==> src/rtl/tex_dcr_regfile_pkg.sv <==
// Texture DCR types: field widths, DCR register offsets and the per-stage state record.
package tex_dcr_regfile_pkg;

   localparam int unsigned TEX_LOD_MAX      = 11;
   localparam int unsigned TEX_NUM_LODS     = TEX_LOD_MAX + 1;
   localparam int unsigned TEX_LOD_IDX_BITS = $clog2(TEX_NUM_LODS);
   localparam int unsigned TEX_DIM_BITS     = 11;
   localparam int unsigned TEX_MIPOFF_BITS  = 2 * TEX_DIM_BITS + 1;
   localparam int unsigned TEX_LOD_BITS     = 4;
   localparam int unsigned TEX_WRAP_BITS    = 2;
   localparam int unsigned TEX_FORMAT_BITS  = 3;
   localparam int unsigned TEX_FILTER_BITS  = 1;
   localparam int unsigned TEX_ADDR_BITS    = 32;

   localparam int unsigned TEX_DCR_STAGE    = 0;
   localparam int unsigned TEX_DCR_BADDR    = 1;
   localparam int unsigned TEX_DCR_FORMAT   = 2;
   localparam int unsigned TEX_DCR_FILTER   = 3;
   localparam int unsigned TEX_DCR_WRAP_U   = 4;
   localparam int unsigned TEX_DCR_WRAP_V   = 5;
   localparam int unsigned TEX_DCR_LOGDIM_U = 6;
   localparam int unsigned TEX_DCR_LOGDIM_V = 7;
   localparam int unsigned TEX_DCR_MIPOFF0  = 8;
   localparam int unsigned TEX_DCR_COUNT    = TEX_DCR_MIPOFF0 + TEX_LOD_MAX + 1;

   typedef struct packed {
      logic [TEX_NUM_LODS-1:0][TEX_MIPOFF_BITS-1:0] mipoff;
      logic [1:0][TEX_LOD_BITS-1:0]                 logdims;
      logic [1:0][TEX_WRAP_BITS-1:0]                wraps;
      logic [TEX_ADDR_BITS-1:0]                     baddr;
      logic [TEX_FORMAT_BITS-1:0]                   format;
      logic [TEX_FILTER_BITS-1:0]                   filter;
   } tex_dcrs_t;

endpackage

==> src/rtl/tex_dcr_regfile_rsp_reg.sv <==
// Single-entry valid/ready response register; accepts a new entry whenever the slot drains this cycle.
module tex_dcr_regfile_rsp_reg #(
   parameter int unsigned W = 32
)(
   input  logic         clk,
   input  logic         reset_n,
   input  logic         i_valid,
   input  logic [W-1:0] i_data,
   output logic         o_ready_c,
   output logic         o_rsp_valid,
   output logic [W-1:0] o_rsp_data,
   input  logic         i_rsp_ready
);

   logic         r_valid;
   logic [W-1:0] r_data;

   assign o_ready_c   = !r_valid || i_rsp_ready;
   assign o_rsp_valid = r_valid;
   assign o_rsp_data  = r_data;

   always_ff @(posedge clk) begin
      if (!reset_n) begin
         r_valid <= 1'b0;
         r_data  <= '0;
      end else if (i_valid && o_ready_c) begin
         r_valid <= 1'b1;
         r_data  <= i_data;
      end else if (i_rsp_ready) begin
         r_valid <= 1'b0;
      end
   end

endmodule

==> src/rtl/tex_dcr_regfile.sv <==
// Texture DCR register file: host writes per-stage state; serves lookup and readback response ports.
module tex_dcr_regfile
   import tex_dcr_regfile_pkg::*;
#(
   parameter int unsigned NUM_STAGES    = 2,
   parameter int unsigned DCR_ADDR_BITS = 12,
   parameter int unsigned DCR_BASE      = 32'h040,
   localparam int unsigned SB           = (NUM_STAGES > 1) ? $clog2(NUM_STAGES) : 1
)(
   input  logic                     clk,
   input  logic                     reset_n,
   input  logic                     dcr_wr_valid,
   input  logic [DCR_ADDR_BITS-1:0] dcr_wr_addr,
   input  logic [31:0]              dcr_wr_data,
   input  logic                     lk_valid,
   input  logic [SB-1:0]            lk_stage,
   output logic                     lk_ready,
   output logic                     lk_rsp_valid,
   output tex_dcrs_t                lk_rsp_dcrs,
   input  logic                     lk_rsp_ready,
   input  logic                     rd_valid,
   input  logic [DCR_ADDR_BITS-1:0] rd_addr,
   output logic                     rd_ready,
   output logic                     rd_rsp_valid,
   output logic [31:0]              rd_rsp_data,
   input  logic                     rd_rsp_ready
);

   localparam int unsigned RW = $bits(tex_dcrs_t);

   tex_dcrs_t   r_rec [NUM_STAGES];
   logic [SB-1:0] r_cur_stage;

   tex_dcrs_t   w_cur_rec;
   tex_dcrs_t   w_wr_rec;
   logic        w_wr_field;
   logic        w_wr_stage;
   logic [31:0] w_wr_off;
   logic [31:0] w_rd_off;
   logic [TEX_LOD_IDX_BITS-1:0] w_wr_lod;
   tex_dcrs_t   w_lk_rec;
   logic [31:0] w_rd_word;
   logic [RW-1:0] w_lk_rsp_bits;

   // Offsets are 32-bit so addresses below the base wrap far outside the map.
   assign w_cur_rec = r_rec[r_cur_stage];
   assign w_wr_off  = 32'(dcr_wr_addr) - DCR_BASE;
   assign w_rd_off  = 32'(rd_addr) - DCR_BASE;
   assign w_wr_lod  = TEX_LOD_IDX_BITS'(w_wr_off - TEX_DCR_MIPOFF0);

   function automatic logic [31:0] f_read(input tex_dcrs_t rec, input logic [31:0] off,
                                          input logic [SB-1:0] stage);
      logic [TEX_LOD_IDX_BITS-1:0] lod;
      lod = TEX_LOD_IDX_BITS'(off - TEX_DCR_MIPOFF0);
      f_read = 32'h0;
      if (off < TEX_DCR_COUNT) begin
         case (off)
            TEX_DCR_STAGE:    f_read = 32'(stage);
            TEX_DCR_BADDR:    f_read = 32'(rec.baddr);
            TEX_DCR_FORMAT:   f_read = 32'(rec.format);
            TEX_DCR_FILTER:   f_read = 32'(rec.filter);
            TEX_DCR_WRAP_U:   f_read = 32'(rec.wraps[0]);
            TEX_DCR_WRAP_V:   f_read = 32'(rec.wraps[1]);
            TEX_DCR_LOGDIM_U: f_read = 32'(rec.logdims[0]);
            TEX_DCR_LOGDIM_V: f_read = 32'(rec.logdims[1]);
            default:          f_read = 32'(rec.mipoff[lod]);
         endcase
      end
   endfunction

   // Write decode: build the updated record for the current stage.
   always_comb begin
      w_wr_rec   = w_cur_rec;
      w_wr_field = 1'b0;
      w_wr_stage = 1'b0;
      if (dcr_wr_valid && (w_wr_off < TEX_DCR_COUNT)) begin
         w_wr_field = 1'b1;
         case (w_wr_off)
            TEX_DCR_STAGE: begin
               w_wr_field = 1'b0;
               w_wr_stage = (dcr_wr_data < 32'(NUM_STAGES));
            end
            TEX_DCR_BADDR:    w_wr_rec.baddr      = TEX_ADDR_BITS'(dcr_wr_data);
            TEX_DCR_FORMAT:   w_wr_rec.format     = TEX_FORMAT_BITS'(dcr_wr_data);
            TEX_DCR_FILTER:   w_wr_rec.filter     = TEX_FILTER_BITS'(dcr_wr_data);
            TEX_DCR_WRAP_U:   w_wr_rec.wraps[0]   = TEX_WRAP_BITS'(dcr_wr_data);
            TEX_DCR_WRAP_V:   w_wr_rec.wraps[1]   = TEX_WRAP_BITS'(dcr_wr_data);
            TEX_DCR_LOGDIM_U: w_wr_rec.logdims[0] = TEX_LOD_BITS'(dcr_wr_data);
            TEX_DCR_LOGDIM_V: w_wr_rec.logdims[1] = TEX_LOD_BITS'(dcr_wr_data);
            default:          w_wr_rec.mipoff[w_wr_lod] = TEX_MIPOFF_BITS'(dcr_wr_data);
         endcase
      end
   end

   always_ff @(posedge clk) begin
      if (!reset_n) begin
         for (int i = 0; i < int'(NUM_STAGES); i++) r_rec[i] <= '0;
         r_cur_stage <= '0;
      end else begin
         if (w_wr_stage) r_cur_stage <= SB'(dcr_wr_data);
         if (w_wr_field) r_rec[r_cur_stage] <= w_wr_rec;
      end
   end

   always_comb begin
      w_lk_rec = '0;
      if (32'(lk_stage) < NUM_STAGES) w_lk_rec = r_rec[lk_stage];
   end

   assign w_rd_word   = f_read(w_cur_rec, w_rd_off, r_cur_stage);
   assign lk_rsp_dcrs = tex_dcrs_t'(w_lk_rsp_bits);

   tex_dcr_regfile_rsp_reg #(.W(RW)) u_lk_rsp (
      .clk         (clk),
      .reset_n     (reset_n),
      .i_valid     (lk_valid),
      .i_data      (w_lk_rec),
      .o_ready_c   (lk_ready),
      .o_rsp_valid (lk_rsp_valid),
      .o_rsp_data  (w_lk_rsp_bits),
      .i_rsp_ready (lk_rsp_ready)
   );

   tex_dcr_regfile_rsp_reg #(.W(32)) u_rd_rsp (
      .clk         (clk),
      .reset_n     (reset_n),
      .i_valid     (rd_valid),
      .i_data      (w_rd_word),
      .o_ready_c   (rd_ready),
      .o_rsp_valid (rd_rsp_valid),
      .o_rsp_data  (rd_rsp_data),
      .i_rsp_ready (rd_rsp_ready)
   );

endmodule
==> config.mk <==
export PLATFORM = sky130hd
export DESIGN_NAME = tex_dcr_regfile
export DESIGN_NICKNAME = d
export VERILOG_FILES = /design/src/rtl/tex_dcr_regfile_pkg.sv /design/src/rtl/tex_dcr_regfile_rsp_reg.sv /design/src/rtl/tex_dcr_regfile.sv
export SDC_FILE = /design/constraint.sdc
export NUM_CORES = 2
export LEC_CHECK = 0
export BUFFER_PORTS_ARGS = -buffer_cell sky130_fd_sc_hd__buf_2
export CORE_MARGIN = 2
export CORE_UTILIZATION = 56
export CTS_CLUSTER_SIZE = 8
export DETAILED_ROUTE_END_ITERATION = 6
export PLACE_DENSITY = 0.85
export SYNTH_ARGS = -nofsm -noshare
export SYNTH_HDL_FRONTEND = slang
export SYNTH_HIERARCHICAL = 1
export SYNTH_SLANG_ARGS = --single-unit
==> constraint.sdc <==
create_clock -name clk -period 18.3 [get_ports clk]
set_clock_uncertainty 0.05 [all_clocks]
set_input_delay 0.915 -clock clk [delete_from_list [all_inputs] [get_ports clk]]
set_output_delay 0.915 -clock clk [all_outputs]
set_load 0.03 [all_outputs]
==> results.cfg <==
[critical_path]
r2r_slack_ns = 13.49
cp_max_fo = 60
critPathTopFamily = buffers and inverters
worstRegToRegCells = 11
worst-path-buf-inv = 4
cp-start-kind = register
worstPathArrival_ns = 5.37
setup.worst_path.class = register to register
critPathCaptureType = register
cpPeakStageDelay_ns = 0.83
worst-endpoint-required_ns = 18.86
crit_slowest_cell = buf_4
timing.rr.end = u_rd_rsp/o_rsp_data[4]$_SDFFE_PN0P_
crit_top_cell = buf_4
crit_chain = buf_4, buf_4, buf_4, mux2_2, mux2i_1, o221ai_1, a2111oi_0, buf_4, nor2_1, nand2_1, mux2i_1

[floorplan]
row_count = 111
dieArea_sq_um = 94600
die_w_um = 308
initial_utilization = 0.564
ios = 424
die_y_um = 308
core_sq_um = 91500

[final_layout]
syn2layout_area_growth_pct = 12.2
design_area_sq_um = 57900
multi_input_area_sq_um = 22800
final_cell_mix = nor2_1 (753), nand2_1 (744), mux2i_1 (717)
final_core_util = 0.633
drive_above_1_share = 0.281
layout_commonest_cell = nor2_1
finalNetCount = 4886
regArea_sq_um = 26700
fill_cells = 6772

[timing]
setup_viol = 0
max_clock_freq_mhz = 208
slew_viol_final = 0
max_slew.worst_pin.slew_ns = 1.34
setup_tns_ns = 0
finalHoldViolCount = 0
period_share = 0.263
fin_crit_ns = 4.81
fin_ws_ns = 13.49
rsz0062_at_grt = false
relSlewSlack = 0.0984

[global_routing]
grt_pass1_vias = 36200
antenna_found_initial = 11
track_usage = 0.327
grt_max_degree = 154
grt_overflow = 0
grt_pass1_wl_um = 231000

[clock_tree]
holdBufCountCts = 0
cts_tree = yes
clkLatencyLatePin_ns = 0.75
clk_pin_slew_worst_paths_ns = 0.05
cts_resized = 0
cts-root-buf = clkbuf_16
numCtsBuffers = 144
postCtsSetupRepairBufs = 0
cts.sinks = 1008
cts_buffer_depth = 3
htreeDepth = 4

[routing]
first_pass_iters = 7
viasPerCell = 6.24
wl_um = 161000
via_count = 38000
drc = 2
wl_per_cell_um = 26.3
drt-initial-drc-count = 5367
detail-route-antenna-nets = 0

[synthesis]
syn_area_sq_um = 51600
syn_inst = 4558
syn_nets = 4622
yosysWarningCount = 6
synth_area_per_cell_sq_um = 11.3
synth.distinct_cells = 61
synth_ff_type = edfxtp_1
ys_seq_area_frac = 0.517
synth_edf_count = 648
async_flop_share = 0
ys_ff_latch = 1008

[place]
pre_cts_slack_ns = 13.09
dp_hpwl_um = 102000
portBuffers = 423
gp_congestion = 0.985
placed_area_sq_um = 53700

[power]
peakVddDrop_mv = 0.0875
leakage_uw = 0.0228
power_density_nw_per_um2 = 96.3

[min_path]
hold_class = primary input to register
hold_path_end = u_rd_rsp/o_rsp_valid$_SDFFE_PN0P_
whs_path_depth = 3
hold_start = rd_valid

[outcome]
status = finished with violations
violations = DRC

[flow_run]
max-cap-violations = 0
worst max-delay path by stage:
stage	from	end	slack, ns	cells past startpoint
after global placement	dcr_wr_addr[10]	r_rec[0][60]$_SDFFCE_PN0P_	13.09	8
after floorplan	dcr_wr_addr[7]	r_rec[0][0]$_SDFFCE_PN0P_	8.28	8
after global routing	register	u_rd_rsp/o_rsp_data[6]$_SDFFE_PN0P_	13.31	10
final	register	u_rd_rsp/o_rsp_data[4]$_SDFFE_PN0P_	13.49	11
after CTS	register	u_rd_rsp/o_rsp_data[4]$_SDFFE_PN0P_	13.63	11
after detailed placement	dcr_wr_addr[10]	r_rec[0][60]$_SDFFCE_PN0P_	13.09	8
power by group:
| part | switching [uW] | total [uW] | internal (uW) |
|---|---|---|---|
| logic | 361 | 528 | 167 |
| registers | 42.3 | 2540 | 2500 |
| clock network | 995 | 2510 | 1510 |
| total | 1400 | 5580 | 4180 |
routing by layer:
layer / vias to the layer above / routed length, um / track usage
met5: - / 108 / 0
met4: 14 / 10900 / 0.204
met3: 497 / 20900 / 0.109
met2: 2470 / 69700 / 0.476
met1: 18500 / 58900 / 0.421
li1: 16600 / - / -
cells in the mapped netlist (10+ instances only):
master,n,area share
a21oi_1,21,0.0020
buf_2,113,0.011
buf_4,34,0.0049
buf_6,55,0.012
clkbuf_1,158,0.011
dfxtp_1,360,0.14
edfxtp_1,648,0.38
inv_1,37,0.0027
mux2_2,654,0.14
mux2i_1,717,0.14
mux4_2,38,0.017
nand2_1,746,0.054
nor2_1,753,0.055
nor3_1,11,0.0011
o21ai_0,38,0.0037
o22ai_1,23,0.0028
o311ai_0,12,0.0020
or3_1,10,0.0012
area by class of cell:
cell class | count | area share
diodes | 3 | 0.000130
well taps | 1186 | 0.0256
inverters | 39 | 0.00253
flip-flops and latches | 1008 | 0.460
multi-input cells | 3143 | 0.393
repair buffers | 486 | 0.0455
clock buffers | 225 | 0.0702
clock inverters | 8 | 0.00242
registers in the layout, indices dropped and copies added, names as in the netlist, named ones only:
register	flops
r_rec	648
u_lk_rsp/o_rsp_data	324
u_rd_rsp/o_rsp_data	32
r_cur_stage	1
u_lk_rsp/o_rsp_valid	1
u_rd_rsp/o_rsp_valid	1
tightest hold or removal path: stages:
cell and delay [ns]:
buf_2 0.10, inv_1 0.04, a21boi_0 0.06
cell families (layout without fill, tap and decap cells):
logic type	after synthesis	count (layout)	share of synthesized area
AO/OA/AOI/OAI	143	143	0.0185
multiplexers	1412	1412	0.299
buffers and inverters	407	758	0.0438
other	0	3	0
AND/OR/NAND/NOR	1588	1588	0.122
flip-flops	1008	1008	0.517
stage by stage:
step           cells  total power [uW]  hold slack, ns
6_report        6098              5580           0.388
3_3_place_gp    5862              3080           0.389
5_1_grt         6097              5690           0.402
4_1_cts         6095              5570           0.362
3_5_place_dp    5862              3090           0.393
2_1_floorplan   4558              2940           0.529
Power figures use the tool's default switching activity.
